$ cat config.mk
export PLATFORM = sky130hd
export DESIGN_NAME = seq101_tx_flat
export DESIGN_NICKNAME = d
export VERILOG_FILES = /design/src/rtl/seq101_pkg.sv /design/src/rtl/seq101_tx_if.sv /design/src/rtl/seq101_tx.sv /design/src/flat_wrapper.sv
export SDC_FILE = /design/constraint.sdc
export NUM_CORES = 1
export LEC_CHECK = 0
export ABC_CLOCK_PERIOD_IN_PS = 5700
export BUFFER_PORTS_ARGS = -buffer_cell sky130_fd_sc_hd__buf_2
export CAP_MARGIN = 20
export CORE_MARGIN = 4
export CORE_UTILIZATION = 45
export CTS_BUF_LIST = sky130_fd_sc_hd__clkbuf_8
export DETAILED_ROUTE_END_ITERATION = 10
export GPL_TIMING_DRIVEN = 0
export HOLD_SLACK_MARGIN = 0.02
export PLACE_DENSITY = 0.65
export SLEW_MARGIN = 20
export SYNTH_ARGS = -nofsm -noshare
export SYNTH_HDL_FRONTEND = slang
export SYNTH_SLANG_ARGS = --single-unit
$ cat constraint.sdc
create_clock -name clk -period 5.7 [get_ports clk]
set_clock_uncertainty 0.05 [all_clocks]
set_input_delay 0.285 -clock clk [delete_from_list [all_inputs] [get_ports clk]]
set_output_delay 0.285 -clock clk [all_outputs]
set_load 0.005 [all_outputs]
$ cat src/rtl/seq101_pkg.sv
// Shared definitions for the 101 serial sync protocol, used by both the
// transmitter and the sequence detector.
package seq101_pkg;

  typedef enum logic [2:0] {
    StIdle  = 3'd0,
    StSyncA = 3'd1,
    StSyncB = 3'd2,
    StSyncC = 3'd3,
    StData  = 3'd4,
    StGap   = 3'd5
  } state_e;

  localparam logic [2:0]  SYNC_PATTERN = 3'b101;
  localparam int unsigned SYNC_LEN     = 3;
  localparam int unsigned GAP_CNT_W    = 4;

  // Counter width for a payload of w bits, never narrower than one bit.
  function automatic int unsigned bit_cnt_width(input int unsigned w);
    return (w > 1) ? $clog2(w) : 1;
  endfunction

  // Sync bit transmitted in the idx-th sync cycle, first bit first.
  function automatic logic sync_bit(input logic [1:0] idx);
    logic [1:0] pos;
    pos = 2'(SYNC_LEN - 1) - idx;
    return SYNC_PATTERN[pos];
  endfunction

endpackage

$ cat src/rtl/seq101_tx_if.sv
// Handshake and serial-line bundle between a word producer and seq101_tx.
interface seq101_tx_if #(
  parameter int unsigned DATA_W = 8
) ();

  logic [DATA_W-1:0] data_in;
  logic              valid;
  logic              ready;
  logic              x;
  logic              frame_start;
  logic              frame_done;
  logic              busy;

  modport master (
    output data_in,
    output valid,
    input  ready,
    input  x,
    input  frame_start,
    input  frame_done,
    input  busy
  );

  modport slave (
    input  data_in,
    input  valid,
    output ready,
    output x,
    output frame_start,
    output frame_done,
    output busy
  );

endinterface

$ cat src/rtl/seq101_tx.sv
// Transmit side of the 101 protocol: accepts a word, then sends sync 1,0,1,
// the word MSB-first and GAP_CYCLES guard zeros; the line idles at 0.
module seq101_tx
  import seq101_pkg::*;
#(
  parameter int unsigned DATA_W     = 8,
  parameter int unsigned GAP_CYCLES = 2
) (
  input  logic         clk,
  input  logic         reset,
  seq101_tx_if.slave   bus
);

  localparam int unsigned BitCntW = bit_cnt_width(DATA_W);
  localparam logic [BitCntW-1:0]   BitLast = BitCntW'(DATA_W - 1);
  localparam logic [GAP_CNT_W-1:0] GapLast =
      (GAP_CYCLES > 0) ? GAP_CNT_W'(GAP_CYCLES - 1) : '0;
  localparam bit HasGap = (GAP_CYCLES > 0);

  state_e               state_q;
  logic [DATA_W-1:0]    sreg_q;
  logic [BitCntW-1:0]   bit_cnt_q;
  logic [GAP_CNT_W-1:0] gap_cnt_q;
  logic                 x_q;
  logic                 ready_q;
  logic                 frame_start_q;
  logic                 frame_done_q;

  logic accept;
  logic data_penult;

  assign accept = ready_q & bus.valid;

  // Next DATA cycle is the last one; never true for a single-bit payload.
  assign data_penult = (DATA_W > 1) && (bit_cnt_q == BitCntW'(DATA_W - 2));

  always_ff @(posedge clk) begin
    if (!reset) begin
      state_q       <= StIdle;
      sreg_q        <= '0;
      bit_cnt_q     <= '0;
      gap_cnt_q     <= '0;
      x_q           <= 1'b0;
      ready_q       <= 1'b1;
      frame_start_q <= 1'b0;
      frame_done_q  <= 1'b0;
    end else begin
      frame_start_q <= 1'b0;
      frame_done_q  <= 1'b0;
      case (state_q)
        StIdle: begin
          x_q <= 1'b0;
          if (accept) begin
            state_q       <= StSyncA;
            sreg_q        <= bus.data_in;
            x_q           <= sync_bit(2'd0);
            ready_q       <= 1'b0;
            frame_start_q <= 1'b1;
          end
        end
        StSyncA: begin
          state_q <= StSyncB;
          x_q     <= sync_bit(2'd1);
        end
        StSyncB: begin
          state_q <= StSyncC;
          x_q     <= sync_bit(2'd2);
        end
        StSyncC: begin
          state_q      <= StData;
          x_q          <= sreg_q[DATA_W-1];
          sreg_q       <= sreg_q << 1;
          bit_cnt_q    <= '0;
          frame_done_q <= (DATA_W == 1);
        end
        StData: begin
          if (bit_cnt_q == BitLast) begin
            x_q       <= 1'b0;
            bit_cnt_q <= '0;
            gap_cnt_q <= '0;
            if (HasGap) begin
              state_q <= StGap;
            end else begin
              state_q <= StIdle;
              ready_q <= 1'b1;
            end
          end else begin
            x_q          <= sreg_q[DATA_W-1];
            sreg_q       <= sreg_q << 1;
            bit_cnt_q    <= bit_cnt_q + BitCntW'(1);
            frame_done_q <= data_penult;
          end
        end
        StGap: begin
          x_q <= 1'b0;
          if (gap_cnt_q == GapLast) begin
            state_q   <= StIdle;
            ready_q   <= 1'b1;
            gap_cnt_q <= '0;
          end else begin
            gap_cnt_q <= gap_cnt_q + GAP_CNT_W'(1);
          end
        end
        default: begin
          state_q   <= StIdle;
          x_q       <= 1'b0;
          ready_q   <= 1'b1;
          bit_cnt_q <= '0;
          gap_cnt_q <= '0;
        end
      endcase
    end
  end

  assign bus.ready       = ready_q;
  assign bus.busy        = ~ready_q;
  assign bus.x           = x_q;
  assign bus.frame_start = frame_start_q;
  assign bus.frame_done  = frame_done_q;

endmodule
$ cat src/flat_wrapper.sv
// flat-port wrapper written by rule: the top's interface ports become plain ports
module seq101_tx_flat import seq101_pkg::*;
#(
  parameter int unsigned DATA_W     = 8,
  parameter int unsigned GAP_CYCLES = 2
)
  (clk, reset, bus_data_in, bus_valid, bus_ready, bus_x, bus_frame_start, bus_frame_done, bus_busy);
  seq101_tx_if #(.DATA_W(DATA_W)) bus_i ();
  input  logic clk;
  input  logic reset;
  input wire logic [$bits(bus_i.data_in)-1:0] bus_data_in;
  input wire logic [$bits(bus_i.valid)-1:0] bus_valid;
  output wire logic [$bits(bus_i.ready)-1:0] bus_ready;
  output wire logic [$bits(bus_i.x)-1:0] bus_x;
  output wire logic [$bits(bus_i.frame_start)-1:0] bus_frame_start;
  output wire logic [$bits(bus_i.frame_done)-1:0] bus_frame_done;
  output wire logic [$bits(bus_i.busy)-1:0] bus_busy;
  assign bus_i.data_in = bus_data_in;
  assign bus_i.valid = bus_valid;
  assign bus_ready = bus_i.ready;
  assign bus_x = bus_i.x;
  assign bus_frame_start = bus_i.frame_start;
  assign bus_frame_done = bus_i.frame_done;
  assign bus_busy = bus_i.busy;
  seq101_tx #(.DATA_W(DATA_W), .GAP_CYCLES(GAP_CYCLES)) u_core (.clk(clk), .reset(reset), .bus(bus_i));
endmodule
# [Yosys cells after proc, flatten, opt, wreduce, memory -nomap -nowiden]
# Cells that the tools add are included.
[totals] input_bits=11 word_cells=57 register_bits=22 out_inout_bits=5
[classes] n_eq_ne=12 add_sub_neg=2 reduce_logical=11 bitwise=6 mux=18
[ops] operator="8-bit case mux with 3 select lines" n=1
[ops] operator="3-bit case mux with 6 select lines" n=1
[ops] operator="8-bit two-way mux" n=2
[ops] operator="3-bit equality test (second input constant)" n=4
[ops] operator="3-bit two-way mux" n=4
[ops] operator="4-bit case mux with 3 select lines" n=1
[ops] operator="4-bit OR reduction" n=3
[ops] operator="3-bit AND reduction" n=3
[ops] operator="4-bit two-way mux" n=2
[ops] operator="3-bit by 2-bit equality test with 1-bit output (second input constant)" n=2
[ops] operator="2-bit by 1-bit inequality test with 1-bit output (second input constant)" n=3
[ops] operator="3-bit case mux with 2 select lines" n=1
[ops] operator="1-bit inverter" n=5
[ops] operator="4-bit by 1-bit adder with 4-bit output (second input constant)" n=1
[ops] operator="4-bit by 1-bit equality test with 1-bit output (second input constant)" n=1
[ops] operator="1-bit two-way mux" n=4
[ops] operator="1-bit case mux with 4 select lines" n=1
[ops] operator="2-bit AND reduction" n=2
[ops] operator="3-bit by 1-bit adder with 3-bit output (second input constant)" n=1
[ops] operator="3-bit by 1-bit equality test with 1-bit output (second input constant)" n=1
[ops] operator="3-bit zero test" n=1
[ops] operator="1-bit case mux with 3 select lines" n=1
[ops] operator="3-bit nonzero test" n=1
[ops] operator="3-bit OR reduction" n=1
[ops] operator="2 further kinds" n=2

# [Logic depth before layout (Yosys ltp)]
# Gate-level depths: netlist of run 1.
[depth] ltp_word=4 ltp_mapped=7 depth_no_buf=6

# [Least setup slack after synthesis of run 1]
# No wires, ideal clock.
[synth_timing] path_type="register to register" startpoint="register u_core.bit_cnt_q[0]" endpoint="register u_core.sreg_q[5]" synth_period_minus_slack_ns=1.789 stages_incl_launch_ff=8 required_time_ns=5.584 setup_slack_ns=3.911 arrival_ns=1.673 path_buffers=1 setup_ns=0.066 cell_sequence="dfxtp_1 -> ha_1 -> ha_1 -> or4b_4 -> o211ai_2 -> buf_6 -> o21ai_2 -> a21oi_2"
[synth_between] elab_chain_len=3
[synth_rtl] item="start, declared" line="seq101_tx.sv:22" text="logic [BitCntW-1:0] bit_cnt_q;"
[synth_rtl] item="start signal, assigned" line="seq101_tx.sv:90" text="bit_cnt_q <= bit_cnt_q + BitCntW'(1);"
[synth_rtl] item="3-bit equality test" line="seq101_tx.sv:77" text="if (bit_cnt_q == BitLast) begin"
[synth_rtl] item="2-bit inequality test (no line)"
[synth_rtl] item="3-bit AND reduction (no line)"
[synth_rtl] item="end signal, assigned" line="seq101_tx.sv:55" text="sreg_q <= bus.data_in;"
[synth_rtl] item="end signal, assigned" line="seq101_tx.sv:72" text="sreg_q <= sreg_q << 1;"
[synth_rtl] item="end signal, assigned" line="seq101_tx.sv:89" text="sreg_q <= sreg_q << 1;"
[synth_rtl] item="end, declared" line="seq101_tx.sv:21" text="logic [DATA_W-1:0] sreg_q;"
# No other way between the ends.
# A chain may end at the register's enable or synchronous reset.

# [Worst setup path in the final report of run 1]
[layout_timing] startpoint="register u_core.bit_cnt_q[0]" endpoint="register u_core.sreg_q[7]"
# The elaborated chain is that of the path after synthesis.

==> results of run 1 <==
==> synth_stat cells (all sizes together), types with 2 or more instances <==
master / n / area share
dfxtp: 22 / 0.39
o21ai: 12 / 0.063
a21boi: 3 / 0.020
clkbuf: 2 / 0.0066
nand3: 2 / 0.0088
and2: 4 / 0.022
mux2i: 8 / 0.071
nor2: 9 / 0.030
nand2: 6 / 0.022
nand3b: 3 / 0.020
buf: 5 / 0.030
a21oi: 11 / 0.059
o21a: 3 / 0.020
inv: 5 / 0.017
ha: 5 / 0.055
nor2b: 4 / 0.022
==> cells by family after synthesis <==
| kind of cell | Yosys count | synth area share |
|---|---|---|
| AOI/OAI and AO/OA | 39 | 0.243 |
| and+or+nand+nor | 34 | 0.171 |
| DFF | 22 | 0.389 |
| buffers and inverters | 12 | 0.0530 |
| muxes | 9 | 0.0807 |
| adders and majority gates | 5 | 0.0552 |
| xor gates and xnor gates | 1 | 0.00774 |
==> worst paths after layout <==
check	start	end	slack [ps]
max	u_core.bit_cnt_q[0]	u_core.sreg_q[7]	3720
min	bus_data_in[0]	u_core.sreg_q[0]	220
max reg2reg	u_core.bit_cnt_q[0]	u_core.sreg_q[7]	3720
min reg2reg	u_core.bit_cnt_q[2]	u_core.bus.frame_done	430
==> registers in the layout, indices dropped and copies added (netlist names) <==
register	count
u_core.bit_cnt_q	3
u_core.state_q	3
u_core.bus.x	1
u_core.gap_cnt_q	4
u_core.sreg_q	8
u_core.bus.frame_done	1
u_core.bus.ready	1
u_core.bus.frame_start	1
==> final cells by class <==
cell class,count,area (µm²),area share
timing repair buffer,15,75.1,0.0579
clock buffer,4,55.1,0.0424
tap,28,35.0,0.0270
inverter,5,18.8,0.0145
multi-input combinational,88,632,0.487
buffer,7,41.3,0.0318
sequential,22,440,0.339
==> report_power, final <==
| part | switching, mW | total [mW] | internal, mW |
|---|---|---|---|
| combinational | 0.0446 | 0.0837 | 0.0390 |
| clock | 0.0508 | 0.112 | 0.0616 |
| sequential | 0.0114 | 0.182 | 0.171 |
==> layer usage <==
layer | up-vias | GRT usage
li1 | 479 | -
met1 | 410 | 0.186
met2 | 11 | 0.235
met3 | 2 | 0.0490
met4 | 0 | 0.0397
met5 | - | 0
==> critical path, delay by kind of cell, from the launching register on <==
family	cells	cell delay, ps
AO/OA/AOI/OAI	3	320
AND/OR/NAND/NOR	1	550
flip-flops	1	340
adder cells (fa/ha/maj)	2	440
buffers and inverters	1	210
==> stage by stage <==
stage	power, mW	std cells
6_report	0.378	169
5_1_grt	0.401	169
4_1_cts	0.382	169
3_5_place_dp	0.270	165
3_3_place_gp	0.268	165
2_1_floorplan	0.248	122
==> summary.md, run 1 <==
| Metric | Value |
|---|---|
| Max Freq | 505 MHz |
| Top_reg_cell synth | dfxtp_1 |
| Pre-CTS WS | around 3700 ps |
| Setup-failing EPs final | 0 |
| CP Launch Type | flip-flop |
| First-pass GRT wire length | approximately 3.8 mm |
| Pwr Density | between 200 and 300 nW/µm² |
| Pre-Repair DR Iteration Count | 4 |
| Most frequent cells in the layout | dfxtp_1 (22), buf_2 (18), nor2_1 (9), o21ai_0 (9) |
| Worst slew pin tran | roughly 510 ps |
| WP data required | a little under 6000 ps |
| Worst Hold Class | in2reg |
| Hold Path Cell Cnt | 3 |
| CTS sink cnt | 22 |
| Peak per-stage delay on the critical path | around 550 ps |
| EDFF count, synth | 0 |
| Max IR drop VDD | roughly 300 µV |
| CP Cell Sequence | ha_1 -> ha_1 -> or4b_4 -> o211ai_2 -> buf_6 -> o21ai_2 -> a21oi_2 |
| Postcts setup bufs | 0 |
| CTS tree | yes |
| DRC Markers | 0 |
| Worst EP arrival | about 2100 ps |
| Starting Density | 0.493 |
| Clk root buf | clkbuf_8 |
| Final Slew Violations | 0 |
| PnR worst setup slack | around 3700 ps |
| Hold Fails Final Rpt | 0 |
| Period utilization | 0.348 |
| DRT met1 WL | roughly 1.1 mm |
| Layout cells sized above 1 | 0.255 |
| Final Util | 0.565 |
| CTS resizes | 0 |
| Row count | 17 |
| Antenna viol nets, final | 0 |
| Slowest cell on the critical path | or4b_4 |
| Design Area, Final | 1300 µm² |
| Most frequent CP cell | ha_1 |
| Netlist cell types | 40 |
| Metal3 WL | 85 µm |
| RSZ-0062 raised after global routing | no |
| Grt total ovfl | 0 |
| Total CTS buffers | 3 |
| Maximum root-to-sink buffer count | 2 |
| Synth Instances | between 100 and 150 |
| Worst-skew pair later-pin latency | approximately 260 ps |
| H-tree levels | 1 |
| Status | completed |
| Slew HR | 0.655 |
| Mean Syn Cell Area | 9.28 µm² |
| Area post-placement | 1240 µm² |
| Hold_ws | 223 ps |
| DRT Wirelength | between 2 and 2.5 mm |
| Via count | roughly 900 |
| DRT iter0 DRCs | 10 |
| Minimum clock period | between 1500 and 2000 ps |
| Leakage power total | ~0.53 nW |
| DIE WIDTH | roughly 58 µm |
| Vias in the first global route | roughly 900 |
| Warnings from Yosys | 0 |
| Port Buffers | 15 |
| Yosys reg bits | 22 |
| Filler instances | roughly 230 |
| Layout area overhead | 14.6% |
| Core area | between 2000 and 2500 µm² |
| Global Route Usage Sum | 0.146 |
| Worst Path Max Fanout | 10 |
| Setup TNS | 0 ps |
| DR top layer | met4 |
| Crit Path Class | reg2reg |
| GPL Wtd Cong | about 0.78 |
| CTS Hold Bufs | 0 |
| Initial antenna violation count | 0 |
| Diode count | 0 |
| I/O pins | 16 |
| DIE AREA | 3380 µm² |
| Asr flop ratio synth | 0 |
| CP Capture Type | flip-flop |
| Sequential-to-total area share from yosys stat | 0.389 |
| Synthesized Nets | around 140 |
| Detailed Place HPWL | 1.64 mm |
| Commonest non-fill, non-tap cell in the layout | dfxtp_1 |
| Reg clk slew, reported paths | roughly 80 ps |
| Die Ht | around 58 µm |
| Via-per-instance ratio | around 5.3 |
| Drt wl/cell | approximately 13 µm |
| R2R cell count | 7 |
| Synthesized area | approximately 1100 µm² |
| Final #Nets | about 160 |
| Pin count of the biggest net entering global routing | 13 |
| Number of max-cap violations | 0 |
| Wire length on met2 | approximately 1.0 mm |
Power figures use the tool's default switching activity.
==> inputs of run 2 (changes only) <==
Settings changed: ABC_AREA set to 1, ABC_CLOCK_PERIOD_IN_PS 5700 to 1600, PLACE_DENSITY 0.65 to 0.67.
Clock period 5.7 ns to 1.6 ns, I/O delays scaled along.
==> run 2 against run 1 <==
Against the previous run:
- sequential share of layout area fell by 1.5 points
- final cell count rose by 30%
- critical path depth rose by 2
- die area rose by 3.8%
- combinational power rose to 13 times the previous value
==> summary.md, run 2 <==
| Metric | Value |
|---|---|
| Leakage power total | 0.665 nW (was 0.531 nW) |
| Setup TNS | 0 ps (unchanged) |
| RSZ-0062 raised after global routing | no (unchanged) |
| Via-per-instance ratio | 4.89 (was 5.34) |
| Hold Fails Final Rpt | 0 (unchanged) |
| GPL Wtd Cong | 0.744 (was 0.783) |
| Flop pwr share | 0.344 (was 0.482) |
| Layout area overhead | 14.8% (was 14.6%) |
| Final Slew Violations | 0 (unchanged) |
| Count leader, synth | nand2_1 (was dfxtp_1) |
| Reg clk slew, reported paths | 80 ps (about the same) |
| Main combinational cell family by area after synthesis | simple AND/OR/NAND/NOR gates (was compound AO/OA/AOI/OAI gates) |
| Yosys reg bits | 22 (unchanged) |
| Final #Nets | 207 (was 158) |
| DIE WIDTH | 59.3 µm (was 58.2 µm) |
| R2R cell count | 9 (was 7) |
| Via count | 1,075 (was 902) |
| Net Sw Power | 0.925 mW (was 0.107 mW) |
| Max reg flops | 8 (unchanged) |
| First-pass GRT wire length | 3.82 mm (was 3.84 mm) |
| Worst slew pin tran | 338 ps (was 509 ps) |
| Logic gate share of total power | 0.483 (was 0.221) |
| CP Cell Sequence | ha_1 -> ha_1 -> nand2_1 -> nand2_1 -> nand2_4 -> nand2_4 -> buf_6 -> nor2_1 -> nor2_1 (was ha_1 -> ha_1 -> or4b_4 -> o211ai_2 -> buf_6 -> o21ai_2 -> a21oi_2) |
| Footprint of the multi-input gates | 634 µm² (was 632 µm²) |
| CP Launch Type | flip-flop (unchanged) |
| Sequential-to-total area share from yosys stat | 0.372 (was 0.389) |
| Netlist cell types | 24 (was 40) |
| Grt total ovfl | 0 (unchanged) |
| CTS sink cnt | 22 (unchanged) |
| Top reg by flops | u_core.sreg_q (unchanged) |
| Area post-placement | 1290 µm² (was 1240 µm²) |
| Sw Ratio | 0.409 (was 0.283) |
| Layout cells sized above 1 | 0.205 (was 0.255) |
| H-tree levels | 1 (unchanged) |
| Vias in the first global route | 899 (was 877) |
| Core area | 2500 µm² (was 2300 µm²) |
| Synth top area cells | dfxtp_1 (37%), nand2_1 (16%), nor2_1 (7.9%) (was dfxtp_1 (39%), mux2i_1 (7.1%), ha_1 (5.5%)) |
| Detailed Place HPWL | 1.67 mm (was 1.64 mm) |
| Status | completed (unchanged) |
| Diode count | 0 (unchanged) |
| Initial antenna violation count | 0 (unchanged) |
| Setup-failing EPs final | 0 (unchanged) |
| Synthesized area | 1180 µm² (was 1130 µm²) |
| PnR worst setup slack | 144 ps (was 3720 ps) |
| Filler instances | 247 (was 231) |
| DIE AREA | 3510 µm² (was 3380 µm²) |
| Slew HR | 0.773 (was 0.655) |
| Pre-Repair DR Iteration Count | 4 (unchanged) |
| Port Buffers | 15 (unchanged) |
| Adder-Cell Fraction of Synth Area | 0.0529 (was 0.0552) |
| Period utilization | 0.910 (was 0.348) |
| Maximum root-to-sink buffer count | 2 (unchanged) |
| RR Startpoint | u_core.bit_cnt_q[0] (unchanged) |
| Peak per-stage delay on the critical path | 320 ps (was 550 ps) |
| Commonest non-fill, non-tap cell in the layout | nand2_1 (was dfxtp_1) |
| Minimum clock period | 1460 ps (was 1980 ps) |
| R2r endpoint | u_core.sreg_q[1] (was u_core.sreg_q[7]) |
| Hold Path Cell Cnt | 3 (unchanged) |
| Mux cell area share after synthesis | 0 (was 0.0807) |
| Design Area, Final | 1360 µm² (was 1300 µm²) |
| WP data required | 1710 ps (was 5850 ps) |
| Worst EP arrival | 1570 ps (was 2130 ps) |
| Antenna viol nets, final | 0 (unchanged) |
| Bufs and invs on worst path | 1 (unchanged) |
| DRT iter0 DRCs | 28 (was 10) |
| CP top delay family | simple AND/OR/NAND/NOR gates (unchanged) |
| Mean Syn Cell Area | 6.91 µm² (was 9.28 µm²) |
| Synthesized Nets | 187 (was 138) |
| Pwr Density | 1660 nW/µm² (was 292 nW/µm²) |
| Min-Delay Startpoint | reset (was bus_data_in[0]) |
| Biggest regs | u_core.sreg_q: 8 flops, u_core.gap_cnt_q: 4 flops (unchanged) |
| Asr flop ratio synth | 0 (unchanged) |
| Worst reg2reg setup slack | 140 ps (was 3720 ps) |
| I/O pins | 16 (unchanged) |
| Hold_ws | 82.8 ps (was 223 ps) |
| Drt wl/cell | 10.1 µm (was 13.0 µm) |
| Min-Delay Endpoint | u_core.bit_cnt_q[0] (was u_core.sreg_q[0]) |
| Reg area | 440 µm² (unchanged) |
| Slowest cell on the critical path | dfxtp_1 (was or4b_4) |
| Worst-skew pair later-pin latency | 260 ps (about the same) |
| Synth area leader | dfxtp_1 (unchanged) |
| Max IR drop VDD | 1300 µV (was 298 µV) |
| Pre-CTS WS | 127 ps (was 3730 ps) |
| Max Freq | 687 MHz (was 505 MHz) |
| CP Capture Type | flip-flop (unchanged) |
| Pin count of the biggest net entering global routing | 13 (unchanged) |
| DRT Wirelength | 2.23 mm (was 2.19 mm) |
| EDFF count, synth | 0 (unchanged) |
| DRC Markers | 0 (unchanged) |
| Synth Area in Simple Gates | 0.404 (was 0.171) |
| Crit Path Class | reg2reg (unchanged) |
| Row count | 18 (was 17) |
| Internal power | 1.33 mW (was 0.271 mW) |
| Clk root buf | clkbuf_8 (unchanged) |
| Clock share of power | 0.173 (was 0.297) |
| Synth Instances | 171 (was 122) |
| Top_reg_cell synth | dfxtp_1 (unchanged) |
| Post-synthesis xor/xnor area fraction | 0.00741 (was 0.00773) |
| Synth top cells by count | nand2_1 (50), nor2_1 (25), dfxtp_1 (22) (was dfxtp_1 (22), nor2_1 (9), o21ai_0 (9)) |
| CTS tree | yes (unchanged) |
| Postcts setup bufs | 0 (unchanged) |
| Worst Hold Class | in2reg (unchanged) |
| Most frequent cells in the layout | nand2_1 (49), nor2_1 (25), dfxtp_1 (22) (was dfxtp_1 (22), buf_2 (18), nor2_1 (9), o21ai_0 (9)) |
| Total CTS buffers | 3 (unchanged) |
| Number of max-cap violations | 0 (unchanged) |
| Warnings from Yosys | 0 (unchanged) |
| CTS Hold Bufs | 0 (unchanged) |
| Compound-Gate Fraction of Synth Area | 0.0656 (was 0.243) |
| Die Ht | 59.3 µm (was 58.2 µm) |
| Worst Path Max Fanout | 10 (unchanged) |
| Global Route Usage Sum | 0.139 (was 0.146) |
| Starting Density | 0.473 (was 0.493) |
| Yosys top cell area share | 0.372 (was 0.389) |
## run 2: changes by cell type in the layout (fill, tap and decap cells not counted), sizes merged, moves of 4 or more
| cell | before | now |
|---|---|---|
| o21ai | 12 | 3 |
| nand2 | 6 | 57 |
| mux2i | 8 | 0 |
| nor2 | 9 | 26 |
| and2 | 4 | 0 |
| inv | 5 | 18 |
| nand3 | 2 | 18 |
| nor2b | 4 | 0 |
## run 2: cell type report
cell class | instances | area share
clock buffers | 4 | 0.0406
inverters | 19 | 0.0525
flip-flops and latches | 22 | 0.324
repair buffers | 15 | 0.0553
well taps | 30 | 0.0276
plain buffers | 4 | 0.0323
multi-input cells | 126 | 0.467
## run 2: through the flow
step / power, mW / util / instances
6_report: 2.26 / 0.543 / 220
5_1_grt: 2.46 / 0.543 / 220
3_5_place_dp: 1.87 / 0.518 / 216
2_1_floorplan: 1.66 / - / 171
4_1_cts: 2.27 / 0.540 / 220
3_3_place_gp: 1.84 / 0.518 / 216
## run 2: repair_timing
item / 4_1_cts / 5_1_grt
hold endpoints to repair: 0 / 0
endpoints found under the setup margin: 0 / 4
resized for setup: 0 / 2
## run 2: power groups by stage
stage	Clock, mW	Sequential (mW)	Combinational [mW]
floorplan	0	0.781	0.880
global placement	0	0.784	1.06
detailed placement	0	0.789	1.08
CTS	0.408	0.777	1.08
global route	0.432	0.796	1.23
finish	0.391	0.778	1.09
## run 2: worst register-to-register path, stage by stage, from the launching register on
cell and delay, ps:
dfxtp_1 320, ha_1 200, ha_1 190, nand2_1 60, nand2_1 80, nand2_4 90
nand2_4 70, buf_6 150, nor2_1 110, nor2_1 50
## run 2: cells by family after synthesis
logic type | count (synthesis)
AO/OA/AOI/OAI | 15
XOR/XNOR | 1
adder cells (fa/ha/maj) | 5
buffers and inverters | 23
flip-flops | 22
AND/OR/NAND/NOR | 105
## run 2: how the worst max path moves through the flow
stage | startpoint | to | cells after the start
final | u_core.bit_cnt_q[0] | u_core.sreg_q[1] | 9
after global routing | u_core.bit_cnt_q[1] | u_core.sreg_q[6] | 9
after CTS | u_core.bit_cnt_q[0] | u_core.gap_cnt_q[0] | 7
after detailed placement | u_core.bit_cnt_q[0] | u_core.gap_cnt_q[0] | 7
after global placement | u_core.bit_cnt_q[0] | u_core.gap_cnt_q[0] | 7
after floorplan | u_core.bit_cnt_q[0] | u_core.sreg_q[1] | 9
## run 2: metal layers
| metal | vias up | GRT usage | wire length, µm |
|---|---|---|---|
| met4 | 0 | 0.0194 | 9 |
| li1 | 576 | - | - |
| met1 | 468 | 0.197 | 1080 |
| met3 | 2 | 0.0392 | 125 |
| met2 | 29 | 0.214 | 1010 |
| met5 | - | 0 | 0 |
==> inputs of run 3 (changes only) <==
Settings changed: CORE_ASPECT_RATIO set to 0.7, CORE_MARGIN 4 to 2.
==> run 3 against run 2 <==
Against the previous run:
- critical path depth is 2 lower
- design area is 1.0% lower
- fmax is 0.47% lower
- combinational power hardly changed
- sequential share of layout area is 0.33 points higher
- critical path type unchanged
- sequential power hardly changed
- clock power is 14% lower
- flip-flop and latch count stayed put
- die area is 13% lower
==> summary.md, run 3 (synthesis gave the netlist of run 2 again) <==
| Metric | Value |
|---|---|
| Pre-Repair DR Iteration Count | 4 (unchanged) |
| CTS resizes | 0 (unchanged) |
| Diode count | 0 (unchanged) |
| Worst Path Max Fanout | 6 (was 10) |
| CTS sink cnt | 22 (unchanged) |
| DIE WIDTH | 65.3 µm (was 59.3 µm) |
| Hold_ws | 74.5 ps (was 82.8 ps) |
| Slew HR | 0.765 (was 0.773) |
| Crit Path Class | reg2reg (unchanged) |
| R2r endpoint | u_core.gap_cnt_q[1] (was u_core.sreg_q[1]) |
| Minimum clock period | 1460 ps (about the same) |
| Status | completed (unchanged) |
| RR Startpoint | u_core.bit_cnt_q[1] (was u_core.bit_cnt_q[0]) |
| DIE AREA | 3060 µm² (was 3510 µm²) |
| Clk root buf | clkbuf_8 (unchanged) |
| H-tree levels | 1 (unchanged) |
| CP Launch Type | flip-flop (unchanged) |
| CTS tree | yes (unchanged) |
| CTS Hold Bufs | 0 (unchanged) |
| Hold Path Cell Cnt | 3 (unchanged) |
| Min-Delay Endpoint | u_core.bit_cnt_q[0] (unchanged) |
| Final #Nets | 207 (unchanged) |
| DRT Wirelength | 2.32 mm (was 2.23 mm) |
| Busiest layer in global routing | met1 (was met2) |
| R2R cell count | 7 (was 9) |
| Top reg by flops | u_core.sreg_q (unchanged) |
| Biggest regs | u_core.sreg_q: 8 flops, u_core.gap_cnt_q: 4 flops (unchanged) |
| Core area | 2480 µm² (was 2500 µm²) |
| Initial antenna violation count | 0 (unchanged) |
| Pin count of the biggest net entering global routing | 12 (was 13) |
| Starting Density | 0.477 (was 0.473) |
| Final Slew Violations | 0 (unchanged) |
| RSZ-0062 raised after global routing | no (unchanged) |
| Worst Hold Class | in2reg (unchanged) |
| Global Route Usage Sum | 0.169 (was 0.139) |
| Vias in the first global route | 813 (was 899) |
| Port Buffers | 15 (unchanged) |
| Layout cells sized above 1 | 0.196 (was 0.205) |
| Bufs and invs on worst path | 1 (unchanged) |
| Most frequent CP cell | ha_1 |
| Total CTS buffers | 3 (unchanged) |
| Commonest non-fill, non-tap cell in the layout | nand2_1 (unchanged) |
| Max reg flops | 8 (unchanged) |
| Via count | 1,015 (was 1,075) |
| Worst EP arrival | 1600 ps (was 1570 ps) |
| Worst reg2reg setup slack | 140 ps (about the same) |
| First-pass GRT wire length | 3.80 mm (was 3.82 mm) |
| CP top delay family | simple AND/OR/NAND/NOR gates (unchanged) |
| M3 GR Usage | 0.0456 (was 0.0392) |
| DRC Markers | 0 (unchanged) |
| Via-per-instance ratio | 4.55 (was 4.89) |
| Setup-failing EPs final | 0 (unchanged) |
| DRT iter0 DRCs | 62 (was 28) |
| Worst-skew pair later-pin latency | 260 ps (about the same) |
| Met1 Resource Use GR | 0.250 (was 0.197) |
| Most frequent cells in the layout | nand2_1 (49), nor2_1 (25), dfxtp_1 (22) (unchanged) |
| Maximum root-to-sink buffer count | 2 (unchanged) |
| Postcts setup bufs | 0 (unchanged) |
| Min-Delay Startpoint | reset (unchanged) |
| Finished Layout Cells | 223 (was 220) |
| Max Freq | 684 MHz (was 687 MHz) |
| Layout area overhead | 13.7% (was 14.8%) |
| Setup TNS | 0 ps (unchanged) |
| CP Capture Type | flip-flop (unchanged) |
| Slowest cell on the critical path | dfxtp_1 (unchanged) |
| CP Cell Sequence | ha_1 -> ha_1 -> inv_1 -> nand3_1 -> nand2_2 -> nand2_1 -> a21oi_1 (was ha_1 -> ha_1 -> nand2_1 -> nand2_1 -> nand2_4 -> nand2_4 -> buf_6 -> nor2_1 -> nor2_1) |
| Leakage power total | 0.657 nW (was 0.665 nW) |
| Detailed Place HPWL | 1.75 mm (was 1.67 mm) |
| Cell count after placement | 220 (was 216) |
| Reg clk slew, reported paths | 70 ps (was 80 ps) |
| Hold Fails Final Rpt | 0 (unchanged) |
| Met2 usage | 0.235 (was 0.214) |
| Pwr Density | 1650 nW/µm² (was 1660 nW/µm²) |
| Max IR drop VDD | 588 µV (was 1300 µV) |
| I/O pins | 16 (unchanged) |
| Period utilization | 0.914 (was 0.910) |
| Grt total ovfl | 0 (unchanged) |
| GPL Wtd Cong | 0.746 (was 0.744) |
| Total Power | 2.22 mW (was 2.26 mW) |
| Antenna viol nets, final | 0 (unchanged) |
| Die Ht | 46.9 µm (was 59.3 µm) |
| Row count | 15 (was 18) |
| Peak per-stage delay on the critical path | 330 ps (was 320 ps) |
| Filler instances | 244 (was 247) |
| Worst slew pin tran | 349 ps (was 338 ps) |
| WP data required | 1740 ps (was 1710 ps) |
| Number of max-cap violations | 0 (unchanged) |
| Drt wl/cell | 10.4 µm (was 10.1 µm) |
run 3: through the flow:
stage	cell area, µm²	worst slack, ps	util
6_report	1340	137	0.542
5_1_grt	1340	3.72	0.542
4_1_cts	1340	98.9	0.541
3_5_place_dp	1300	116	0.525
3_3_place_gp	1300	151	0.525
2_1_floorplan	1180	250	-
run 3: worst max path at each step:
stage,start,to,slack (ps),cells past startpoint
after floorplan,u_core.bit_cnt_q[0],u_core.sreg_q[1],250,9
after global placement,u_core.bit_cnt_q[1],u_core.gap_cnt_q[0],150,7
after detailed placement,u_core.bit_cnt_q[1],u_core.gap_cnt_q[0],120,7
after CTS,u_core.bit_cnt_q[1],u_core.gap_cnt_q[0],100,7
after global routing,u_core.bit_cnt_q[1],u_core.gap_cnt_q[0],4,7
final,u_core.bit_cnt_q[1],u_core.gap_cnt_q[1],140,7
run 3: area by class of cell:
class	count	area [µm²]	area share
buffer	4	43.8	0.0326
clock buffer	3	41.3	0.0307
inverter	19	71.3	0.0531
multi-input combinational	126	629	0.468
sequential	22	440	0.328
tap	34	42.5	0.0317
timing repair buffer	15	75.1	0.0559
run 3: routing by layer:
layer / vias to the layer above / routed length [µm]
met5: - / 0
met4: 0 / 19
li1: 570 / -
met2: 18 / 948
met3: 2 / 90
met1: 425 / 1260
run 3: tightest hold or removal path, cell delays in order:
cell	delay (ps)
buf_2	140
o21ai_0	70
a21oi_1	40
run 3: report_power, final:
| group | switching, mW | internal, mW | total (mW) |
|---|---|---|---|
| logic | 0.676 | 0.422 | 1.10 |
| clock network | 0.171 | 0.168 | 0.338 |
| registers | 0.0889 | 0.692 | 0.781 |
